### src/rtl/rf_wb_scheduler_pkg.sv
// Shared widths, grant encoding and starvation FSM states for the
// register-file writeback scheduler.
package rf_wb_scheduler_pkg;

   localparam int REG_ADDR_W = 5;
   localparam int XLEN       = 32;
   localparam int NUM_REGS   = 32;

   typedef enum logic [1:0] {
      GNT_NONE = 2'd0,
      GNT_PIPE = 2'd1,
      GNT_MDU  = 2'd2
   } gnt_e;

   typedef enum logic {
      ST_NORMAL = 1'b0,
      ST_FORCE  = 1'b1
   } starve_state_e;

endpackage

### src/rtl/rf_wb_scheduler_scoreboard.sv
// Busy scoreboard for pending MDU destinations, outstanding-op counter,
// decode hazard detection and the protocol error terms tied to them.
module rf_scoreboard
   import rf_wb_scheduler_pkg::*;
#(
   parameter int MAX_OUTSTANDING = 4
) (
   input  logic                  clk,
   input  logic                  rst,
   input  logic [REG_ADDR_W-1:0] id_rs1_i,
   input  logic [REG_ADDR_W-1:0] id_rs2_i,
   input  logic [REG_ADDR_W-1:0] id_rd_i,
   input  logic                  id_use_rs1_i,
   input  logic                  id_use_rs2_i,
   input  logic                  id_rd_wr_i,
   input  logic                  id_mdu_issue_i,
   input  logic                  accept_i,
   input  logic [REG_ADDR_W-1:0] acc_rd_i,
   input  logic                  pipe_gnt_i,
   input  logic [REG_ADDR_W-1:0] pipe_rd_i,
   output logic                  stall_id_o,
   output logic                  err_o
);

   logic [NUM_REGS-1:0] busy_q, busy_d;
   logic [3:0]          out_cnt_q, out_cnt_d;
   logic                stall_raw;
   logic                issue;
   logic                cnt_full;

   assign cnt_full  = (out_cnt_q >= 4'(MAX_OUTSTANDING));

   // Hazard against any pending MDU destination, or no room for another op.
   assign stall_raw = (id_use_rs1_i && busy_q[id_rs1_i]) ||
                      (id_use_rs2_i && busy_q[id_rs2_i]) ||
                      (id_rd_wr_i   && busy_q[id_rd_i])  ||
                      (id_mdu_issue_i && cnt_full);

   // Decode is never frozen while the scheduler itself is in reset.
   assign stall_id_o = stall_raw && !rst;
   assign issue      = id_mdu_issue_i && !stall_raw && !rst;

   // Busy/count next state; a same-cycle set beats the clear on collision.
   always_comb begin
      busy_d    = busy_q;
      out_cnt_d = out_cnt_q;
      if (accept_i)
         busy_d[acc_rd_i] = 1'b0;
      if (issue && (id_rd_i != '0))
         busy_d[id_rd_i] = 1'b1;
      busy_d[0] = 1'b0;
      if (issue && !accept_i)
         out_cnt_d = out_cnt_q + 4'd1;
      else if (accept_i && !issue && (out_cnt_q != 4'd0))
         out_cnt_d = out_cnt_q - 4'd1;
   end

   // Error terms: each is a single-cycle pulse folded into the sticky flag upstream.
   always_comb begin
      err_o = 1'b0;
      if (pipe_gnt_i && busy_q[pipe_rd_i])
         err_o = 1'b1;
      if (accept_i && (acc_rd_i != '0) && !busy_q[acc_rd_i])
         err_o = 1'b1;
      if (accept_i && (out_cnt_q == 4'd0))
         err_o = 1'b1;
      if (issue && !accept_i && cnt_full)
         err_o = 1'b1;
      if (issue && accept_i && (id_rd_i != '0) && (id_rd_i == acc_rd_i))
         err_o = 1'b1;
   end

   // Scoreboard state register.
   always_ff @(posedge clk) begin
      if (rst) begin
         busy_q    <= '0;
         out_cnt_q <= '0;
      end else begin
         busy_q    <= busy_d;
         out_cnt_q <= out_cnt_d;
      end
   end

endmodule

### src/rtl/rf_wb_scheduler.sv
// Register-file write port scheduler: arbitrates WE3/A3/WD3 between the
// writeback stage and the MDU, with an anti-starvation force mode.
//
// state     | meaning
// ----------+--------------------------------------------------------------
// ST_NORMAL | pipe has priority; count consecutive refused MDU cycles
// ST_FORCE  | MDU wins the next cycle it is valid; pipe is held meanwhile
module rf_wb_scheduler
   import rf_wb_scheduler_pkg::*;
#(
   parameter int STARVE_LIMIT    = 4,
   parameter int MAX_OUTSTANDING = 4
) (
   input  logic                  clk,
   input  logic                  rst,
   input  logic [REG_ADDR_W-1:0] id_rs1,
   input  logic [REG_ADDR_W-1:0] id_rs2,
   input  logic [REG_ADDR_W-1:0] id_rd,
   input  logic                  id_use_rs1,
   input  logic                  id_use_rs2,
   input  logic                  id_rd_wr,
   input  logic                  id_mdu_issue,
   output logic                  stall_id,
   input  logic                  wb_we,
   input  logic [REG_ADDR_W-1:0] wb_rd,
   input  logic [XLEN-1:0]       wb_data,
   output logic                  wb_hold,
   input  logic                  mdu_valid,
   input  logic [REG_ADDR_W-1:0] mdu_rd,
   input  logic [XLEN-1:0]       mdu_data,
   output logic                  mdu_ready,
   output logic                  rf_we3,
   output logic [REG_ADDR_W-1:0] rf_a3,
   output logic [XLEN-1:0]       rf_wd3,
   output logic                  sb_err
);

   localparam int SW = $clog2(STARVE_LIMIT + 1);

   starve_state_e state_q, state_d;
   logic [SW-1:0] starve_q, starve_d;
   logic          sb_err_q, sb_err_d;
   gnt_e          gnt;
   logic          pipe_req, mdu_req;
   logic          sb_err_term;
   logic [SW-1:0] starve_inc;

   assign pipe_req   = wb_we && (wb_rd != '0);
   assign mdu_req    = mdu_valid;
   assign starve_inc = starve_q + 1'b1;

   // One grant per cycle; force mode overrides pipe priority.
   always_comb begin
      gnt       = GNT_NONE;
      mdu_ready = 1'b0;
      wb_hold   = 1'b0;
      if (!rst) begin
         if ((state_q == ST_FORCE) && mdu_req) begin
            gnt       = GNT_MDU;
            mdu_ready = 1'b1;
            wb_hold   = pipe_req;
         end else if (pipe_req) begin
            gnt = GNT_PIPE;
         end else begin
            mdu_ready = 1'b1;
            if (mdu_req)
               gnt = GNT_MDU;
         end
      end
   end

   // Write port mux; an MDU result for x0 is consumed but never written.
   always_comb begin
      rf_we3 = 1'b0;
      rf_a3  = '0;
      rf_wd3 = '0;
      case (gnt)
         GNT_PIPE: begin
            rf_we3 = 1'b1;
            rf_a3  = wb_rd;
            rf_wd3 = wb_data;
         end
         GNT_MDU: begin
            rf_we3 = (mdu_rd != '0);
            rf_a3  = mdu_rd;
            rf_wd3 = mdu_data;
         end
         default: ;
      endcase
   end

   // Starvation FSM next state.
   always_comb begin
      state_d  = state_q;
      starve_d = starve_q;
      case (state_q)
         ST_NORMAL: begin
            if (mdu_req && (gnt == GNT_PIPE)) begin
               if (starve_inc == SW'(STARVE_LIMIT)) begin
                  state_d  = ST_FORCE;
                  starve_d = '0;
               end else begin
                  starve_d = starve_inc;
               end
            end else begin
               starve_d = '0;
            end
         end
         ST_FORCE: begin
            starve_d = '0;
            if (gnt == GNT_MDU)
               state_d = ST_NORMAL;
         end
         default: begin
            state_d  = ST_NORMAL;
            starve_d = '0;
         end
      endcase
   end

   assign sb_err_d = sb_err_q || sb_err_term;

   // FSM, starvation counter and sticky error register.
   always_ff @(posedge clk) begin
      if (rst) begin
         state_q  <= ST_NORMAL;
         starve_q <= '0;
         sb_err_q <= 1'b0;
      end else begin
         state_q  <= state_d;
         starve_q <= starve_d;
         sb_err_q <= sb_err_d;
      end
   end

   assign sb_err = sb_err_q;

   rf_scoreboard #(
      .MAX_OUTSTANDING (MAX_OUTSTANDING)
   ) u_scoreboard (
      .clk            (clk),
      .rst            (rst),
      .id_rs1_i       (id_rs1),
      .id_rs2_i       (id_rs2),
      .id_rd_i        (id_rd),
      .id_use_rs1_i   (id_use_rs1),
      .id_use_rs2_i   (id_use_rs2),
      .id_rd_wr_i     (id_rd_wr),
      .id_mdu_issue_i (id_mdu_issue),
      .accept_i       (mdu_ready && mdu_valid),
      .acc_rd_i       (mdu_rd),
      .pipe_gnt_i     (gnt == GNT_PIPE),
      .pipe_rd_i      (wb_rd),
      .stall_id_o     (stall_id),
      .err_o          (sb_err_term)
   );

endmodule

### config.mk
export PLATFORM = sky130hd
export DESIGN_NAME = rf_wb_scheduler
export DESIGN_NICKNAME = d
export VERILOG_FILES = /design/src/rtl/rf_wb_scheduler_pkg.sv /design/src/rtl/rf_wb_scheduler_scoreboard.sv /design/src/rtl/rf_wb_scheduler.sv
export SDC_FILE = /design/constraint.sdc
export NUM_CORES = 1
export LEC_CHECK = 0
export CAP_MARGIN = 5
export CORE_MARGIN = 2
export CORE_UTILIZATION = 26
export DETAILED_ROUTE_END_ITERATION = 7
export PLACE_DENSITY = 0.5
export SLEW_MARGIN = 10
export SYNTH_ARGS = -nofsm -noshare
export SYNTH_HDL_FRONTEND = slang
export SYNTH_SLANG_ARGS = --single-unit
export TNS_END_PERCENT = 1
### constraint.sdc
create_clock -name clk -period 4.73 [get_ports clk]
set_input_delay 0.7095 -clock clk [delete_from_list [all_inputs] [get_ports clk]]
set_output_delay 0.7095 -clock clk [all_outputs]
set_load 0.02 [all_outputs]
== Word level (Yosys, flattened, before mapping) ==
Index checks and enable logic that the tools add are counted.
Cells by class
  order comparisons: 8
  muxes and demuxes: 42
  equality and inequality tests: 4
  add/sub/neg operators: 3
  bitwise logic cells: 4
  reductions and logical operators: 40
Operator list (number)
  $mux W32: 2
  $pmux W32 S2: 1
  $and A32 B32 Y32: 1
  $not A32 Y32: 1
  $or A32 B32 Y32: 1
  $lt A5 B6 Y1 const B: 5
  $bmux W1 S5: 5
  $logic_and A1 B1 Y1: 25
  $mux W1: 20
  $reduce_bool A5 Y1: 3
  $demux W1 S5: 2
  $ge A5 B1 Y1 const B: 2
  $pmux W5 S2: 1
  $mux W2: 4
  $mux W4: 2
  $mux W3: 2
  $pmux W3 S2: 1
  $eq A5 B5 Y1: 1
  $logic_not A1 Y1: 5
  $add A4 B1 Y4 const B: 1
  $ge A4 B3 Y1 const B: 1
  $logic_not A4 Y1: 1
  $logic_or A1 B1 Y1: 4
  $pmux W1 S2: 2
  other kinds (8): 8
Storage, ports and cells
  flip-flop bits (word level): 41
  output and inout bits: 42
  word-level logic and storage cells: 107
  input port bits: 97

== Logic depth before layout (Yosys ltp) ==
Gate-level depths: netlist (run 1).
  depth in word-level cells: 14
  gate-level depth with buffers: 14
  mapped depth without buffers: 12

== Hierarchy ==
From an unflattened synthesis (run 1), not the netlist that was laid out.
Unflattened totals
  cells, all modules: 480
  area total of the unflattened synthesis: 4053.9 sq um
By module, submodules not included
  rf_scoreboard: instances 1, cells each 358, area each 3258.1 sq um
  rf_wb_scheduler: instances 1, cells each 122, area each 795.8 sq um

== Least setup slack after synthesis (run 1) ==
OpenSTA, ideal clock, no wires.
  path type: input to output
  start point: input wb_rd[1]
  end point: output rf_wd3[1]
  stages: 11
  setup slack: 0.585 ns
  buffers on the path: 2
  data arrival time: 3.435 ns
  cell sequence: or4_1 o21ai_0 a21oi_1 nor2_1 nand2_1 inv_1 ha_1 clkbuf_1 buf_1 a22oi_1 nor2_1
On the way
  longest elaborated chain between the ends: 7
RTL lines
  from (decl): line rf_wb_scheduler.sv:25  | input logic [REG_ADDR_W-1:0] wb_rd,
  $reduce_bool A5 Y1 (*): line rf_wb_scheduler.sv:48  | assign pipe_req = wb_we && (wb_rd != '0);
  $logic_and A1 B1 Y1 (*): line rf_wb_scheduler.sv:48
  $mux W2 (*): line rf_wb_scheduler.sv:62  | end else if (pipe_req) begin
  $mux W2 (*): line rf_wb_scheduler.sv:58  | if ((state_q == ST_FORCE) && mdu_req) begin
  $mux W2 (*): line rf_wb_scheduler.sv:57  | if (!rst) begin
  $eq A2 B2 Y1 or $eq A2 B1 Y1 (tied branches): line rf_wb_scheduler.sv:77  | case (gnt)
  $pmux W32 S2 (*): line rf_wb_scheduler.sv:77
  to (decl): line rf_wb_scheduler.sv:34  | output logic [XLEN-1:0] rf_wd3,
Mark *: on every way between the ends. The rest lies on a longest branch, timed or not.

== Worst setup path in the final report (run 1) ==
  start point: input id_rs1[0]
  end point: output stall_id
On the way
  longest elaborated chain between the ends: 7
RTL lines
  from (decl): line rf_wb_scheduler.sv:16  | input logic [REG_ADDR_W-1:0] id_rs1,
  $bmux W1 S5: line rf_wb_scheduler_scoreboard.sv:34  | assign stall_raw = (id_use_rs1_i && busy_q[id_rs1_i]) ||
  $mux W1 (not written as such): line rf_wb_scheduler_scoreboard.sv:34
  $logic_and A1 B1 Y1: line rf_wb_scheduler_scoreboard.sv:34
  $logic_or A1 B1 Y1: line rf_wb_scheduler_scoreboard.sv:34
  $logic_or A1 B1 Y1: line rf_wb_scheduler_scoreboard.sv:35  | (id_use_rs2_i && busy_q[id_rs2_i]) ||
  $logic_or A1 B1 Y1: line rf_wb_scheduler_scoreboard.sv:36  | (id_rd_wr_i && busy_q[id_rd_i]) ||
  $logic_and A1 B1 Y1: line rf_wb_scheduler_scoreboard.sv:40  | assign stall_id_o = stall_raw && !rst;
  to (decl): line rf_wb_scheduler.sv:23  | output logic stall_id,
Every way passes these cells. The select of a mux whose other input is x is not followed.

==> metrics.txt, run 1 <==
# TYPE chip_impl_metric gauge
chip_impl_metric{name="detail-route-antenna-nets",unit=""} 0
chip_impl_info{name="cpLargestDelayFamily",value="compound AO/OA/AOI/OAI gates"} 1
chip_impl_metric{name="layout-drive-gt1-share",unit=""} 0.124
chip_impl_metric{name="path_buf_inv",unit=""} 2
chip_impl_info{name="status",value="complete, no violations"} 1
chip_impl_metric{name="detail_route.wirelength",unit="um"} 16000
chip_impl_metric{name="ioPinCount",unit=""} 139
chip_impl_metric{name="relSlewSlack",unit=""} 0.518
chip_impl_metric{name="synth_cell_type_count",unit=""} 55
chip_impl_metric{name="floorplan.rows",unit=""} 44
chip_impl_info{name="worstReg2RegStart",value="u_scoreboard.busy_q[23]"} 1
chip_impl_info{name="startpoint",value="id_rs1[0]"} 1
chip_impl_metric{name="period_minus_slack",unit="ps"} 4520
chip_impl_info{name="yosys_most_used_dff",value="sky130_fd_sc_hd__dfxtp_1"} 1
chip_impl_info{name="commonest_cells_after_routing_fill_and_taps_aside",value="138 x sky130_fd_sc_hd__clkdlybuf4s50_1, 56 x sky130_fd_sc_hd__nor2_1, 40 x sky130_fd_sc_hd__dfxtp_1"} 1
chip_impl_metric{name="placement.cell_area",unit="um2"} 5470
chip_impl_info{name="critPathCaptureType",value="output pin"} 1
chip_impl_metric{name="grt_first_pass_wirelength",unit="um"} 24800
chip_impl_metric{name="cts.htree.levels",unit=""} 2
chip_impl_metric{name="timing.critical_path.fanout_max",unit=""} 4
chip_impl_metric{name="vias",unit=""} 4304
chip_impl_metric{name="fin_nets",unit=""} 686
chip_impl_metric{name="max_stage_delay",unit="ps"} 570
chip_impl_info{name="cts.root.buffer_cell",value="sky130_fd_sc_hd__clkbuf_16"} 1
chip_impl_info{name="min_from",value="starve_q[0]"} 1
chip_impl_metric{name="leakagePower",unit="nW"} 1.92
chip_impl_metric{name="wl_per_cell",unit="um"} 20.9
chip_impl_metric{name="yosys_warnings",unit=""} 0
chip_impl_info{name="worstSetupPathType",value="primary input to output pin"} 1
chip_impl_metric{name="floorplan.initialDensity",unit=""} 0.264
chip_impl_metric{name="synth_edf_count",unit=""} 0
chip_impl_info{name="cp_cell_sequence",value="clkdlybuf4s50_1, mux4_2, and2_1, a2111oi_0, a311oi_1, a2111oi_4, nor2_1, clkdlybuf4s50_1"} 1
chip_impl_metric{name="vias_in_the_first_global_route",unit=""} 4313
chip_impl_info{name="timing.critical_path.slowest_stage_cell",value="sky130_fd_sc_hd__a2111oi_4"} 1
chip_impl_metric{name="cap_viol_max_count",unit=""} 0
chip_impl_metric{name="grt.overflow.total",unit=""} 0
chip_impl_metric{name="regArea",unit="um2"} 801
chip_impl_metric{name="grt_antenna_before_repair",unit=""} 1
chip_impl_metric{name="post_drt_via_cell_ratio",unit=""} 5.62
chip_impl_metric{name="buffer_ports.inserted",unit=""} 138
chip_impl_info{name="grt_setup_unrepaired",value="false"} 1
chip_impl_metric{name="period_share",unit=""} 0.956
chip_impl_metric{name="timing_max_transition_violations_final",unit=""} 0
chip_impl_metric{name="tritoncts.num_buffers",unit=""} 5
chip_impl_metric{name="skew",unit="ps"} 3.56
chip_impl_info{name="holdCritPathClass",value="flip-flop to flip-flop"} 1
chip_impl_metric{name="cts.sinks",unit=""} 40
chip_impl_metric{name="flow.area_growth_from_synthesis",unit="%"} 47.6
chip_impl_metric{name="cell_area_after_layout",unit="um2"} 5650
chip_impl_metric{name="worst_ep_required_time",unit="ps"} 4020
chip_impl_metric{name="tns",unit="ps"} 0
chip_impl_metric{name="floorplan.die_area",unit="um2"} 15700
chip_impl_metric{name="final_setup_viols",unit=""} 0
chip_impl_metric{name="maxClockFrequency",unit="GHz"} 0.221
chip_impl_metric{name="clkTransAtPathRegs",unit="ps"} 60
chip_impl_metric{name="powerDensity",unit="nW/um2"} 215
chip_impl_metric{name="peakVddDrop",unit="mV"} 0.130
chip_impl_metric{name="syn_area_per_cell",unit="um2"} 8.38
chip_impl_metric{name="post-cts-setup-buffer-count",unit=""} 0
chip_impl_info{name="critPathLaunchType",value="primary input"} 1
chip_impl_metric{name="drc_violation_count_after_routing",unit=""} 0
chip_impl_metric{name="placeableCoreArea",unit="um2"} 14500
chip_impl_metric{name="syn_inst",unit=""} 457
chip_impl_metric{name="place_hpwl",unit="um"} 12200
chip_impl_metric{name="gpl.final_weighted_congestion",unit=""} 0.876
chip_impl_metric{name="grt_usage",unit=""} 0.199
chip_impl_metric{name="route.layer.met1.wl",unit="um"} 7020
chip_impl_metric{name="floorplan.die.width",unit="um"} 125
chip_impl_metric{name="drt_first_pass_iters",unit=""} 5
chip_impl_metric{name="grt_max_degree",unit=""} 39
chip_impl_metric{name="layout.filler_cells",unit=""} 1438
chip_impl_metric{name="critical_path_arrival",unit="ps"} 3810
chip_impl_metric{name="met3_wirelength",unit="um"} 918
chip_impl_metric{name="wl_met2",unit="um"} 7780
chip_impl_metric{name="fp.dieH",unit="um"} 125
chip_impl_info{name="most_common_cell_after_layout_fill_and_taps_aside",value="sky130_fd_sc_hd__clkdlybuf4s50_1"} 1
chip_impl_metric{name="insertedDiodeCount",unit=""} 0
chip_impl_info{name="crit_top_cell",value="sky130_fd_sc_hd__clkdlybuf4s50_1"} 1
chip_impl_info{name="synth_top_area_cell",value="sky130_fd_sc_hd__dfxtp_1"} 1
chip_impl_metric{name="drtIter0Drc",unit=""} 444
chip_impl_info{name="top_layer",value="met4"} 1
chip_impl_metric{name="postSynthNetCount",unit=""} 561
chip_impl_metric{name="share_of_synthesized_flip_flops_with_an_asynchronous_set_or_reset",unit=""} 0
chip_impl_metric{name="clk_latency",unit="ps"} 280
chip_impl_metric{name="post-synth-top-area-fraction",unit=""} 0.209
chip_impl_metric{name="ys_seq_elements",unit=""} 40
chip_impl_info{name="tritoncts",value="done"} 1
chip_impl_metric{name="clock_tree.buffer_depth",unit=""} 2
chip_impl_metric{name="synth-seq-area-share",unit=""} 0.209
chip_impl_info{name="synth.area.top_cells",value="sky130_fd_sc_hd__dfxtp_1 21%, sky130_fd_sc_hd__mux4_2 17%, sky130_fd_sc_hd__a22oi_1 7.5%"} 1
chip_impl_metric{name="multiInputGateArea",unit="um2"} 2810
chip_impl_metric{name="finalHoldViolCount",unit=""} 0
chip_impl_metric{name="syn_area",unit="um2"} 3830
chip_impl_metric{name="max_slew.worst_pin.slew",unit="ps"} 719
through the flow:
step           utilization  setup WS, ps  total power, mW  hold slack (ps)  cells
2_1_floorplan            -           585            0.591              421    457
3_3_place_gp         0.377           146            0.776              434    759
4_1_cts              0.390           128             1.22              459    766
5_1_grt              0.390          11.7             1.27              486    766
6_report             0.390           209             1.21              451    766
3_5_place_dp         0.377          38.9            0.783              450    759
cells in the mapped netlist (4+ instances only):
master,n
sky130_fd_sc_hd__a21oi_1,13
sky130_fd_sc_hd__a22oi_1,38
sky130_fd_sc_hd__buf_1,7
sky130_fd_sc_hd__clkbuf_1,31
sky130_fd_sc_hd__dfxtp_1,40
sky130_fd_sc_hd__ha_1,6
sky130_fd_sc_hd__inv_1,13
sky130_fd_sc_hd__mux2_2,5
sky130_fd_sc_hd__mux2i_1,24
sky130_fd_sc_hd__mux4_2,29
sky130_fd_sc_hd__nand2_1,21
sky130_fd_sc_hd__nand2b_1,11
sky130_fd_sc_hd__nand3_1,12
sky130_fd_sc_hd__nand3b_1,4
sky130_fd_sc_hd__nand4_1,7
sky130_fd_sc_hd__nor2_1,56
sky130_fd_sc_hd__nor2b_1,10
sky130_fd_sc_hd__nor3_1,5
sky130_fd_sc_hd__o211ai_1,24
sky130_fd_sc_hd__o21ai_0,35
sky130_fd_sc_hd__o22ai_1,5
sky130_fd_sc_hd__or3_1,5
sky130_fd_sc_hd__or4_1,5
sky130_fd_sc_hd__xor2_1,4
cell type report:
type                            instances  share of cell area
Tap cell                              184              0.0407
Sequential cell                        40               0.142
Clock inverter                          2              0.0106
Clock buffer                            5              0.0221
Multi-Input combinational cell        361               0.497
Inverter                               14             0.00930
Timing Repair Buffer                  160               0.278
power breakdown:
group	internal [mW]	leakage, nW	switching, mW
logic	0.200	1.51	0.205
registers	0.353	0.323	0.0202
clock network	0.299	0.0899	0.134
registers in the layout, summed over array words and instances (netlist names):
name,count
sb_err,1
u_scoreboard.busy_q,31
state_q,1
starve_q,3
u_scoreboard.out_cnt_q,4
worst register-to-register path: stages, from the launching register on:
cell                        delay [ps]
sky130_fd_sc_hd__dfxtp_1           390
sky130_fd_sc_hd__mux4_2            490
sky130_fd_sc_hd__and2_1            170
sky130_fd_sc_hd__a2111oi_0         460
sky130_fd_sc_hd__a311oi_1          150
sky130_fd_sc_hd__a2111oi_4         570
sky130_fd_sc_hd__nand3_1           280
sky130_fd_sc_hd__ha_1              340
sky130_fd_sc_hd__a21o_1            180
sky130_fd_sc_hd__a21oi_1           200
sky130_fd_sc_hd__and3_1            190
sky130_fd_sc_hd__a2bb2oi_1          80
sky130_fd_sc_hd__mux2i_1           120
what timing repair did:
action	in CTS	in global routing
endpoints found under the setup margin	0	35
resized for setup	0	1
hold buffers	0	0
cells by family (layout without fill, tap and decap cells):
kind of cell / after synthesis / in the layout / share of synthesized area
compound gates: 136 / 136 / 0.244
xor+xnor: 7 / 7 / 0.0160
fa+ha+maj: 7 / 7 / 0.0248
buf+inv: 56 / 181 / 0.0569
flops: 40 / 40 / 0.209
mux: 58 / 58 / 0.248
simple gates: 153 / 153 / 0.201
routing by layer:
metal,GRT usage,vias up
met1,0.270,2122
met3,0.0274,24
met2,0.335,157
met5,0,-
li1,-,2001
met4,0.0477,0
worst paths after layout:
| path | to | slack [ps] | cells past startpoint |
|---|---|---|---|
| setup / recovery | stall_id | 210 | 8 |
| hold / removal | starve_q[0] | 450 | 1 |
| setup reg to reg | u_scoreboard.out_cnt_q[3] | 980 | 12 |
| hold reg to reg | starve_q[0] | 450 | 1 |
No activity file was read; power rests on OpenSTA's default activity.
==> run 2, diff against run 1 <==
- CORE_MARGIN: 2 -> default
==> run 2 against run 1 <==
  * Wire length is 2.7% lower
  * Critical path depth is the same
  * First-iteration DRC count is 13% lower
  * Via count grew 0.30%
  * Global-route usage up 0.55 points
  * Register-to-register slack improved by 190 ps
  * Die area fell by 3.2%
  * Cell count unchanged
  * Critical path type unchanged
  * Maximum frequency decreased by 0.66%
  * Combinational power about the same
==> metrics.txt, run 2 (same netlist as run 1, synthesis figures left out) <==
# TYPE chip_impl_metric gauge
chip_impl_metric{name="place_hpwl",unit="um"} 12200
chip_impl_info{name="cts.root.buffer_cell",value="sky130_fd_sc_hd__clkbuf_16"} 1
chip_impl_metric{name="cts.htree.levels",unit=""} 2
chip_impl_info{name="holdCritPathClass",value="flip-flop to flip-flop"} 1
chip_impl_metric{name="cts.sinks",unit=""} 40
chip_impl_metric{name="timing_max_transition_violations_final",unit=""} 0
chip_impl_metric{name="grt_first_pass_wirelength",unit="um"} 23600
chip_impl_info{name="tritoncts",value="done"} 1
chip_impl_info{name="critPathLaunchType",value="primary input"} 1
chip_impl_info{name="commonest_cells_after_routing_fill_and_taps_aside",value="138 x sky130_fd_sc_hd__clkdlybuf4s50_1, 56 x sky130_fd_sc_hd__nor2_1, 40 x sky130_fd_sc_hd__dfxtp_1"} 1
chip_impl_metric{name="cts_repair_resize_count",unit=""} 0
chip_impl_metric{name="clkTransAtPathRegs",unit="ps"} 60
chip_impl_metric{name="clock_tree.buffer_depth",unit=""} 2
chip_impl_metric{name="path_buf_inv",unit=""} 3
chip_impl_metric{name="layout-drive-gt1-share",unit=""} 0.130
chip_impl_info{name="timing.critical_path.slowest_stage_cell",value="sky130_fd_sc_hd__clkdlybuf4s50_1"} 1
chip_impl_metric{name="grt_usage",unit=""} 0.204
chip_impl_metric{name="fp.dieH",unit="um"} 123
chip_impl_info{name="cpLargestDelayFamily",value="buffers and inverters"} 1
chip_impl_metric{name="period_share",unit=""} 0.962
chip_impl_metric{name="insertedDiodeCount",unit=""} 0
chip_impl_metric{name="gpl.final_weighted_congestion",unit=""} 0.929
chip_impl_metric{name="tns",unit="ps"} 0
chip_impl_metric{name="max_stage_delay",unit="ps"} 740
chip_impl_metric{name="ioPinCount",unit=""} 139
chip_impl_metric{name="floorplan.die.width",unit="um"} 123
chip_impl_metric{name="worst_ep_required_time",unit="ps"} 4020
chip_impl_metric{name="powerDensity",unit="nW/um2"} 210
chip_impl_metric{name="skew",unit="ps"} 7.95
chip_impl_metric{name="cts.hold.buffers_added",unit=""} 0
chip_impl_metric{name="wl_per_cell",unit="um"} 20.3
chip_impl_metric{name="swShare",unit=""} 0.308
chip_impl_metric{name="floorplan.die_area",unit="um2"} 15200
chip_impl_metric{name="drt_first_pass_iters",unit=""} 5
chip_impl_metric{name="floorplan.initialDensity",unit=""} 0.272
chip_impl_metric{name="final_setup_viols",unit=""} 0
chip_impl_metric{name="peakVddDrop",unit="mV"} 0.173
chip_impl_info{name="critPathCaptureType",value="output pin"} 1
chip_impl_info{name="grt_setup_unrepaired",value="false"} 1
chip_impl_metric{name="grt_antenna_before_repair",unit=""} 0
chip_impl_metric{name="cap_viol_max_count",unit=""} 0
chip_impl_metric{name="clk_latency",unit="ps"} 280
chip_impl_metric{name="largest_reg_flops",unit=""} 31
chip_impl_metric{name="finalHoldViolCount",unit=""} 0
chip_impl_metric{name="power.net_switching",unit="mW"} 0.366
chip_impl_metric{name="fin_nets",unit=""} 689
chip_impl_metric{name="max_slew.worst_pin.slew",unit="ps"} 713
chip_impl_metric{name="drtIter0Drc",unit=""} 387
chip_impl_metric{name="intPower",unit="mW"} 0.821
chip_impl_metric{name="worst_slack",unit="ps"} 179
chip_impl_metric{name="timing.critical_path.fanout_max",unit=""} 13
chip_impl_info{name="worstSetupPathType",value="primary input to output pin"} 1
chip_impl_metric{name="floorplan.rows",unit=""} 43
chip_impl_metric{name="post_drt_via_cell_ratio",unit=""} 5.64
chip_impl_info{name="most_common_cell_after_layout_fill_and_taps_aside",value="sky130_fd_sc_hd__clkdlybuf4s50_1"} 1
chip_impl_metric{name="detail_route.wirelength",unit="um"} 15600
chip_impl_metric{name="layout.filler_cells",unit=""} 1378
chip_impl_metric{name="detail-route-antenna-nets",unit=""} 0
chip_impl_metric{name="dp_slack",unit="ps"} 110
chip_impl_metric{name="vias_in_the_first_global_route",unit=""} 4219
chip_impl_info{name="cp_cell_sequence",value="clkdlybuf4s50_1, mux4_2, mux4_2, and3_1, a2111oi_4, buf_4, nor2_1, clkdlybuf4s50_1"} 1
chip_impl_metric{name="flow.area_growth_from_synthesis",unit="%"} 47.8
chip_impl_metric{name="relSlewSlack",unit=""} 0.522
chip_impl_metric{name="maxClockFrequency",unit="GHz"} 0.220
chip_impl_info{name="registers.top_by_ff_count",value="u_scoreboard.busy_q"} 1
chip_impl_metric{name="p_seq_frac",unit=""} 0.315
chip_impl_metric{name="vias",unit=""} 4317
chip_impl_metric{name="grt_max_degree",unit=""} 36
chip_impl_metric{name="drc_violation_count_after_routing",unit=""} 0
chip_impl_metric{name="placeableCoreArea",unit="um2"} 14100
chip_impl_metric{name="grt.overflow.total",unit=""} 0
chip_impl_metric{name="tritoncts.num_buffers",unit=""} 5
chip_impl_metric{name="final_core_utilization",unit=""} 0.402
chip_impl_metric{name="critical_path_arrival",unit="ps"} 3840
chip_impl_metric{name="leakagePower",unit="nW"} 1.93
chip_impl_metric{name="period_minus_slack",unit="ps"} 4550
chip_impl_info{name="status",value="complete, no violations"} 1
chip_impl_info{name="reg_top3",value="u_scoreboard.busy_q: 31 flops, u_scoreboard.out_cnt_q: 4 flops, starve_q: 3 flops"} 1
chip_impl_metric{name="power_frac_comb",unit=""} 0.340
chip_impl_metric{name="post-cts-setup-buffer-count",unit=""} 0
chip_impl_metric{name="p_clk_frac",unit=""} 0.345
chip_impl_metric{name="buffer_ports.inserted",unit=""} 138
[run 2: per-stage QoR]
stage	hold slack, ps	std cells	power (mW)	cell area (um2)
floorplan	421	457	0.591	3830
global placement	431	758	0.775	5480
detailed placement	454	758	0.784	5480
CTS	468	766	1.20	5660
global route	479	766	1.25	5660
finish	455	766	1.19	5660
[run 2: per-layer routing]
| layer | GRT usage | part of all wire | vias up | routed length, um |
|---|---|---|---|---|
| met1 | 0.290 | 0.43 | 2112 | 6640 |
| met5 | 0 | 0 | - | 0 |
| met3 | 0.0346 | 0.086 | 18 | 1330 |
| li1 | - | - | 2004 | - |
| met2 | 0.322 | 0.47 | 183 | 7350 |
| met4 | 0.0437 | 0.015 | 0 | 228 |
[run 2: worst reg2reg max path, cell delays in order (launching register included)]
cell and delay [ps]:
sky130_fd_sc_hd__dfxtp_1 400, sky130_fd_sc_hd__mux4_2 490, sky130_fd_sc_hd__and2_1 160, sky130_fd_sc_hd__a2111oi_0 390
sky130_fd_sc_hd__a311oi_1 130, sky130_fd_sc_hd__a2111oi_4 380, sky130_fd_sc_hd__buf_4 260, sky130_fd_sc_hd__nand3_1 190
sky130_fd_sc_hd__ha_1 320, sky130_fd_sc_hd__a21o_1 170, sky130_fd_sc_hd__a21oi_1 180, sky130_fd_sc_hd__and3_1 170
sky130_fd_sc_hd__a2bb2oi_1 70, sky130_fd_sc_hd__mux2i_1 120
[run 2: final cells by class]
cell class / instances / area (um2) / area share
Clock buffer: 6 / 139 / 0.0245
Clock inverter: 2 / 38.8 / 0.00685
Inverter: 14 / 52.6 / 0.00928
Multi-Input combinational cell: 361 / 2810 / 0.496
Sequential cell: 40 / 801 / 0.141
Tap cell: 180 / 225 / 0.0398
Timing Repair Buffer: 163 / 1590 / 0.282
[run 2: final timing paths]
| kind | startpoint | endpoint | slack (ps) | cells past startpoint |
|---|---|---|---|---|
| worst min-delay path | starve_q[0] | starve_q[0] | 460 | 1 |
| worst max-delay path | id_rs2[1] | stall_id | 180 | 8 |
| worst min register to register | starve_q[0] | starve_q[0] | 460 | 1 |
| worst max register to register | u_scoreboard.busy_q[23] | u_scoreboard.out_cnt_q[3] | 1170 | 13 |
[run 2: power groups by stage]
stage               logic [mW]  clock network (mW)  registers [mW]
floorplan                0.217                   0           0.375
global placement         0.396                   0           0.379
detailed placement       0.403                   0           0.381
CTS                      0.405               0.420           0.373
global route             0.439               0.433           0.377
finish                   0.404               0.409           0.374
==> run 3, diff against run 2 <==
- CAP_MARGIN: 5 -> 20
- CORE_UTILIZATION: 26 -> 46
- HOLD_SLACK_MARGIN: default -> 0.03
- PLACE_DENSITY: 0.5 -> 0.81
==> run 3 against run 2 <==
  * Wire length fell by 9.0%
  * Via count grew 3.7%
  * Sequential share of layout area is 0.53 points higher
  * Sequential cell count unchanged
  * Power shrank 12%
  * Combinational power shrank 1%
  * Clock skew is essentially flat
  * Cell count is 11% lower
  * Utilization increased by 29 points
  * Setup slack better by 40 ps
==> metrics.txt, run 3 (same netlist as run 1, synthesis figures left out) <==
# TYPE chip_impl_metric gauge
chip_impl_metric{name="max_stage_delay",unit="ps"} 730
chip_impl_metric{name="largest_reg_flops",unit=""} 31
chip_impl_metric{name="timing_max_transition_violations_final",unit=""} 0
chip_impl_metric{name="clkTransAtPathRegs",unit="ps"} 80
chip_impl_metric{name="met3_wirelength",unit="um"} 1780
chip_impl_metric{name="flow.area_growth_from_synthesis",unit="%"} 42.5
chip_impl_metric{name="dp_slack",unit="ps"} 88.1
chip_impl_metric{name="cts.htree.levels",unit=""} 2
chip_impl_metric{name="post_drt_via_cell_ratio",unit=""} 6.55
chip_impl_info{name="critPathLaunchType",value="primary input"} 1
chip_impl_metric{name="ioPinCount",unit=""} 139
chip_impl_info{name="most_common_cell_after_layout_fill_and_taps_aside",value="sky130_fd_sc_hd__clkdlybuf4s50_1"} 1
chip_impl_info{name="cpLargestDelayFamily",value="buffers and inverters"} 1
chip_impl_metric{name="max_slew.worst_pin.slew",unit="ps"} 763
chip_impl_metric{name="detail_route.wirelength",unit="um"} 14200
chip_impl_metric{name="floorplan.die_area",unit="um2"} 8690
chip_impl_metric{name="vias_in_the_first_global_route",unit=""} 4338
chip_impl_metric{name="final_core_utilization",unit=""} 0.692
chip_impl_metric{name="placeableCoreArea",unit="um2"} 7890
chip_impl_metric{name="tritoncts.num_buffers",unit=""} 5
chip_impl_info{name="cts.root.buffer_cell",value="sky130_fd_sc_hd__clkbuf_8"} 1
chip_impl_info{name="reg_top3",value="u_scoreboard.busy_q: 31 flops, u_scoreboard.out_cnt_q: 4 flops, starve_q: 3 flops"} 1
chip_impl_metric{name="floorplan.rows",unit=""} 32
chip_impl_metric{name="grt_first_pass_wirelength",unit="um"} 22000
chip_impl_info{name="commonest_cells_after_routing_fill_and_taps_aside",value="138 x sky130_fd_sc_hd__clkdlybuf4s50_1, 56 x sky130_fd_sc_hd__nor2_1, 40 x sky130_fd_sc_hd__dfxtp_1"} 1
chip_impl_metric{name="fp.dieH",unit="um"} 93.2
chip_impl_metric{name="grt_usage",unit=""} 0.325
chip_impl_metric{name="floorplan.die.width",unit="um"} 93.2
chip_impl_metric{name="relSlewSlack",unit=""} 0.488
chip_impl_metric{name="timing.hold.worst_path_depth",unit=""} 1
chip_impl_metric{name="drc_violation_count_after_routing",unit=""} 0
chip_impl_metric{name="critical_path_arrival",unit="ps"} 3800
chip_impl_metric{name="power.total",unit="mW"} 1.05
chip_impl_metric{name="cts.hold.buffers_added",unit=""} 0
chip_impl_metric{name="detail-route-antenna-nets",unit=""} 0
chip_impl_metric{name="tns",unit="ps"} 0
chip_impl_metric{name="worst_slack",unit="ps"} 219
chip_impl_metric{name="wl_met2",unit="um"} 6470
chip_impl_metric{name="vias",unit=""} 4477
chip_impl_metric{name="layout-drive-gt1-share",unit=""} 0.120
chip_impl_metric{name="route.layer.met1.wl",unit="um"} 5440
chip_impl_info{name="holdCritPathClass",value="flip-flop to flip-flop"} 1
chip_impl_info{name="grt_setup_unrepaired",value="false"} 1
chip_impl_metric{name="leakagePower",unit="nW"} 1.88
chip_impl_metric{name="path_depth",unit=""} 7
chip_impl_info{name="tritoncts",value="done"} 1
chip_impl_metric{name="drtIter0Drc",unit=""} 577
chip_impl_metric{name="grt_max_degree",unit=""} 39
chip_impl_info{name="registers.top_by_ff_count",value="u_scoreboard.busy_q"} 1
chip_impl_metric{name="worst_ep_required_time",unit="ps"} 4020
chip_impl_metric{name="gpl.final_weighted_congestion",unit=""} 0.952
chip_impl_metric{name="cts.sinks",unit=""} 40
chip_impl_info{name="critPathCaptureType",value="output pin"} 1
chip_impl_metric{name="skew",unit="ps"} 8.27
chip_impl_metric{name="post-cts-setup-buffer-count",unit=""} 0
chip_impl_metric{name="floorplan.initialDensity",unit=""} 0.485
chip_impl_info{name="top_layer",value="met4"} 1
chip_impl_metric{name="insertedDiodeCount",unit=""} 0
chip_impl_metric{name="finalHoldViolCount",unit=""} 0
chip_impl_info{name="status",value="complete, no violations"} 1
chip_impl_metric{name="buffer_ports.inserted",unit=""} 138
chip_impl_metric{name="timing.critical_path.fanout_max",unit=""} 9
chip_impl_metric{name="clock_tree.buffer_depth",unit=""} 2
chip_impl_metric{name="peakVddDrop",unit="mV"} 0.193
chip_impl_metric{name="maxClockFrequency",unit="GHz"} 0.222
chip_impl_metric{name="worst_r2r_path_depth",unit=""} 12
chip_impl_metric{name="grt_antenna_before_repair",unit=""} 0
chip_impl_metric{name="cap_viol_max_count",unit=""} 0
chip_impl_metric{name="drt_first_pass_iters",unit=""} 5
chip_impl_metric{name="period_share",unit=""} 0.954
chip_impl_metric{name="final_setup_viols",unit=""} 0
chip_impl_metric{name="path_buf_inv",unit=""} 2
chip_impl_metric{name="cts_repair_resize_count",unit=""} 0
chip_impl_metric{name="period_minus_slack",unit="ps"} 4510
chip_impl_metric{name="grt.overflow.total",unit=""} 0
chip_impl_metric{name="clk_latency",unit="ps"} 300
chip_impl_metric{name="powerDensity",unit="nW/um2"} 192
chip_impl_metric{name="place_hpwl",unit="um"} 10800
chip_impl_metric{name="fin_nets",unit=""} 684
chip_impl_info{name="timing.critical_path.slowest_stage_cell",value="sky130_fd_sc_hd__clkdlybuf4s50_1"} 1
chip_impl_info{name="worstSetupPathType",value="primary input to output pin"} 1
chip_impl_metric{name="wl_per_cell",unit="um"} 20.7
chip_impl_info{name="cp_cell_sequence",value="clkdlybuf4s50_1, mux4_2, mux4_2, and3_1, a2111oi_4, nor2_1, clkdlybuf4s50_1"} 1
## run 3: cell types whose count changed in the layout (fill, tap and decap cells not counted), sizes merged
cell	change
buf	-5
## run 3: worst paths after layout
check | slack (ps) | from | endpoint
min | 450 | starve_q[0] | starve_q[0]
max | 220 | id_rs2[1] | stall_id
min reg2reg | 450 | starve_q[0] | starve_q[0]
max reg2reg | 1030 | u_scoreboard.busy_q[22] | u_scoreboard.out_cnt_q[3]
## run 3: where the power goes
part / leakage (nW) / total [mW] / internal (mW) / switching [mW]
Combinational: 1.50 / 0.399 / 0.200 / 0.200
Clock: 0.0552 / 0.277 / 0.157 / 0.120
Sequential: 0.323 / 0.373 / 0.353 / 0.0207
Total: 1.88 / 1.05 / 0.709 / 0.340
## run 3: area by class of cell
type                            instances  area, um2
Clock buffer                            6       72.6
Clock inverter                          2       35.0
Sequential cell                        40        801
Inverter                               14       52.6
Fill cell                             626       2430
Multi-Input combinational cell        361       2810
Tap cell                              102        128
Timing Repair Buffer                  158       1560
## run 3: worst reg2reg max path, stage by stage (launching register included)
cell and delay [ps]:
sky130_fd_sc_hd__dfxtp_1 410, sky130_fd_sc_hd__mux4_2 510, sky130_fd_sc_hd__and2_1 170, sky130_fd_sc_hd__a2111oi_0 410
sky130_fd_sc_hd__a311oi_1 140, sky130_fd_sc_hd__a2111oi_4 560, sky130_fd_sc_hd__nand3_1 280, sky130_fd_sc_hd__ha_1 360
sky130_fd_sc_hd__a21o_1 180, sky130_fd_sc_hd__a21oi_1 190, sky130_fd_sc_hd__and3_1 190, sky130_fd_sc_hd__a2bb2oi_1 80
sky130_fd_sc_hd__mux2i_1 120
## run 3: per-layer routing
metal / GRT usage / up-vias
li1: - / 1992
met1: 0.435 / 2140
met2: 0.504 / 294
met3: 0.0813 / 51
met4: 0.124 / 0
met5: 0 / -
## run 3: stage by stage
step                cell area, um2  hold WS (ps)  instances
floorplan                     3830           421        457
global placement              5350           432        675
detailed placement            5350           446        675
CTS                           5460           462        683
global route                  5460           478        683
finish                        5460           454        683
==> RTL change, RTL diff (settings of run 2) <==
Register the output `sb_err` once more, with the module's reset; this adds one clock of latency there. The other outputs are not delayed to match.
--- a/src/rtl/rf_wb_scheduler.sv
+++ b/src/rtl/rf_wb_scheduler.sv
@@ -133,7 +133,13 @@
       end
    end
 
-   assign sb_err = sb_err_q;
+   always_ff @(posedge clk) begin
+      if (rst) begin
+         sb_err <= '0;
+      end else begin
+         sb_err <= sb_err_q;
+      end
+   end
 
    rf_scoreboard #(
       .MAX_OUTSTANDING (MAX_OUTSTANDING)
Check against the original RTL: not equivalent (a bounded check fails within 4 cycles, from zero or initial values and one cycle with rst high).
==> RTL change against run 2 <==
- fmax grew 0.95%
- sequential cell count increased by 1
- clock power decreased by 5.1%
- via count down 1.4%
- power shrank 0.83%
- sequential power up 3%
- worst setup slack improved by 0.043 ns
- wire length rose by 4.2%
- synthesized area down 1.6%
- highest routed layer unchanged
- count of clock-buffer cells in the layout decreased by 1
- cell area decreased by 2.5%
- first-iteration DRC count fell by 24%
- critical endpoint unchanged
==> RTL change: results (changes against run 2) <==
LAYOUT
-------------------------------------------------------------------------------------------------
Share of final layout cell area taken by clock buffers and inverters                        2.90%   -0.24 points
Non-clock buffering overhead in the final layout                                            27.6%   -0.59 points
Count of inverters not on the clock network in the layout                                      12   -2
Multi-input combinational area share                                                        49.8%   +0.10 points
Seq. cell area                                                                           821 um^2   +2.5%

ROUTING
-------------------------------------------------------------------------------------------------
Number of vias in the routed layout                                                          4258   -1.4%
Routed metal-1 wire length                                                                6600 um   -0.69%
Drt initial violations                                                                        296   -24%
Length of routed met3 wiring                                                              1460 um   +9.4%
Router iterations before antenna repair                                                         4   -1

YOSYS
-------------------------------------------------------------------------------------------------
Most area-consuming cells after synthesis                                            sky130_fd_sc_hd__dfxtp_1 (22%), sky130_fd_sc_hd__mux4_2 (16%), sky130_fd_sc_hd__a22oi_1 (8.0%)
Parity-gate share of the synthesized area counting xor and xnor cells                       1.40%   -0.21 points
Complex-gate fraction of the synthesized area                                               26.9%   +2.5 points
Top post-synthesis cells by count                                                    sky130_fd_sc_hd__nor2_1 (55), sky130_fd_sc_hd__dfxtp_1 (41), sky130_fd_sc_hd__a22oi_1 (40)
Synthesized netlist net count                                                                 555   -1.1%
Number of distinct library cell variants in the gate-level netlist after synthesis             57   +3.6%

PLACED DESIGN
-------------------------------------------------------------------------------------------------
Placer's final routability congestion estimate                                              0.873   -6.0%
Half-perimeter wire length after placement                                               12200 um   about the same

TIMING
-------------------------------------------------------------------------------------------------
Headroom to the max-slew limit                                                              62.3%   +10 points

GRT
-------------------------------------------------------------------------------------------------
Overall fraction of global-route tracks in use                                              21.6%   +1.2 points
Pin count of the biggest net entering global routing                                           40   +11%
Global-route track usage on met3                                                            4.60%   +1.1 points
Vias in the first global route                                                               4154   -1.5%
First-pass GRT wire length                                                               24300 um   +2.8%

STATUS
-------------------------------------------------------------------------------------------------
Result of the run                                                                    finished clean

SETUP PATH
-------------------------------------------------------------------------------------------------
Maximum fanout count along the critical path                                                   10   -3
Source of the worst register-to-register timing path                                 u_scoreboard.busy_q[1]
Reg2reg path depth                                                                             12   -1

POWER
-------------------------------------------------------------------------------------------------
Standby leakage power                                                                     1.86 nW   -3.6%

-- RTL change: where the power goes --
part / internal (mW) / leakage, nW / total, mW / switching, mW
combinational: 0.204 / 1.45 / 0.401 / 0.197
clock: 0.245 / 0.0797 / 0.388 / 0.143
sequential: 0.364 / 0.331 / 0.387 / 0.0231
total: 0.813 / 1.86 / 1.18 / 0.364
-- RTL change: stage by stage --
stage                     area (um^2)  utilization [%]  std cells  hold slack, ns  setup slack [ns]
after floorplan                  3770                -        451           0.421             0.666
after global placement           5350             38.3        748           0.436            0.0655
after detailed placement         5350             38.3        748           0.441           0.00440
after CTS                        5510             39.4        755           0.458             0.225
after global routing             5520             39.4        755           0.493            0.0564
final                            5520             39.4        755           0.454             0.222
-- RTL change: repair_timing --
item                       in CTS  in global routing
resized for setup               0                  1
hold buffers                    0                  0
setup endpoints to repair       0                  1
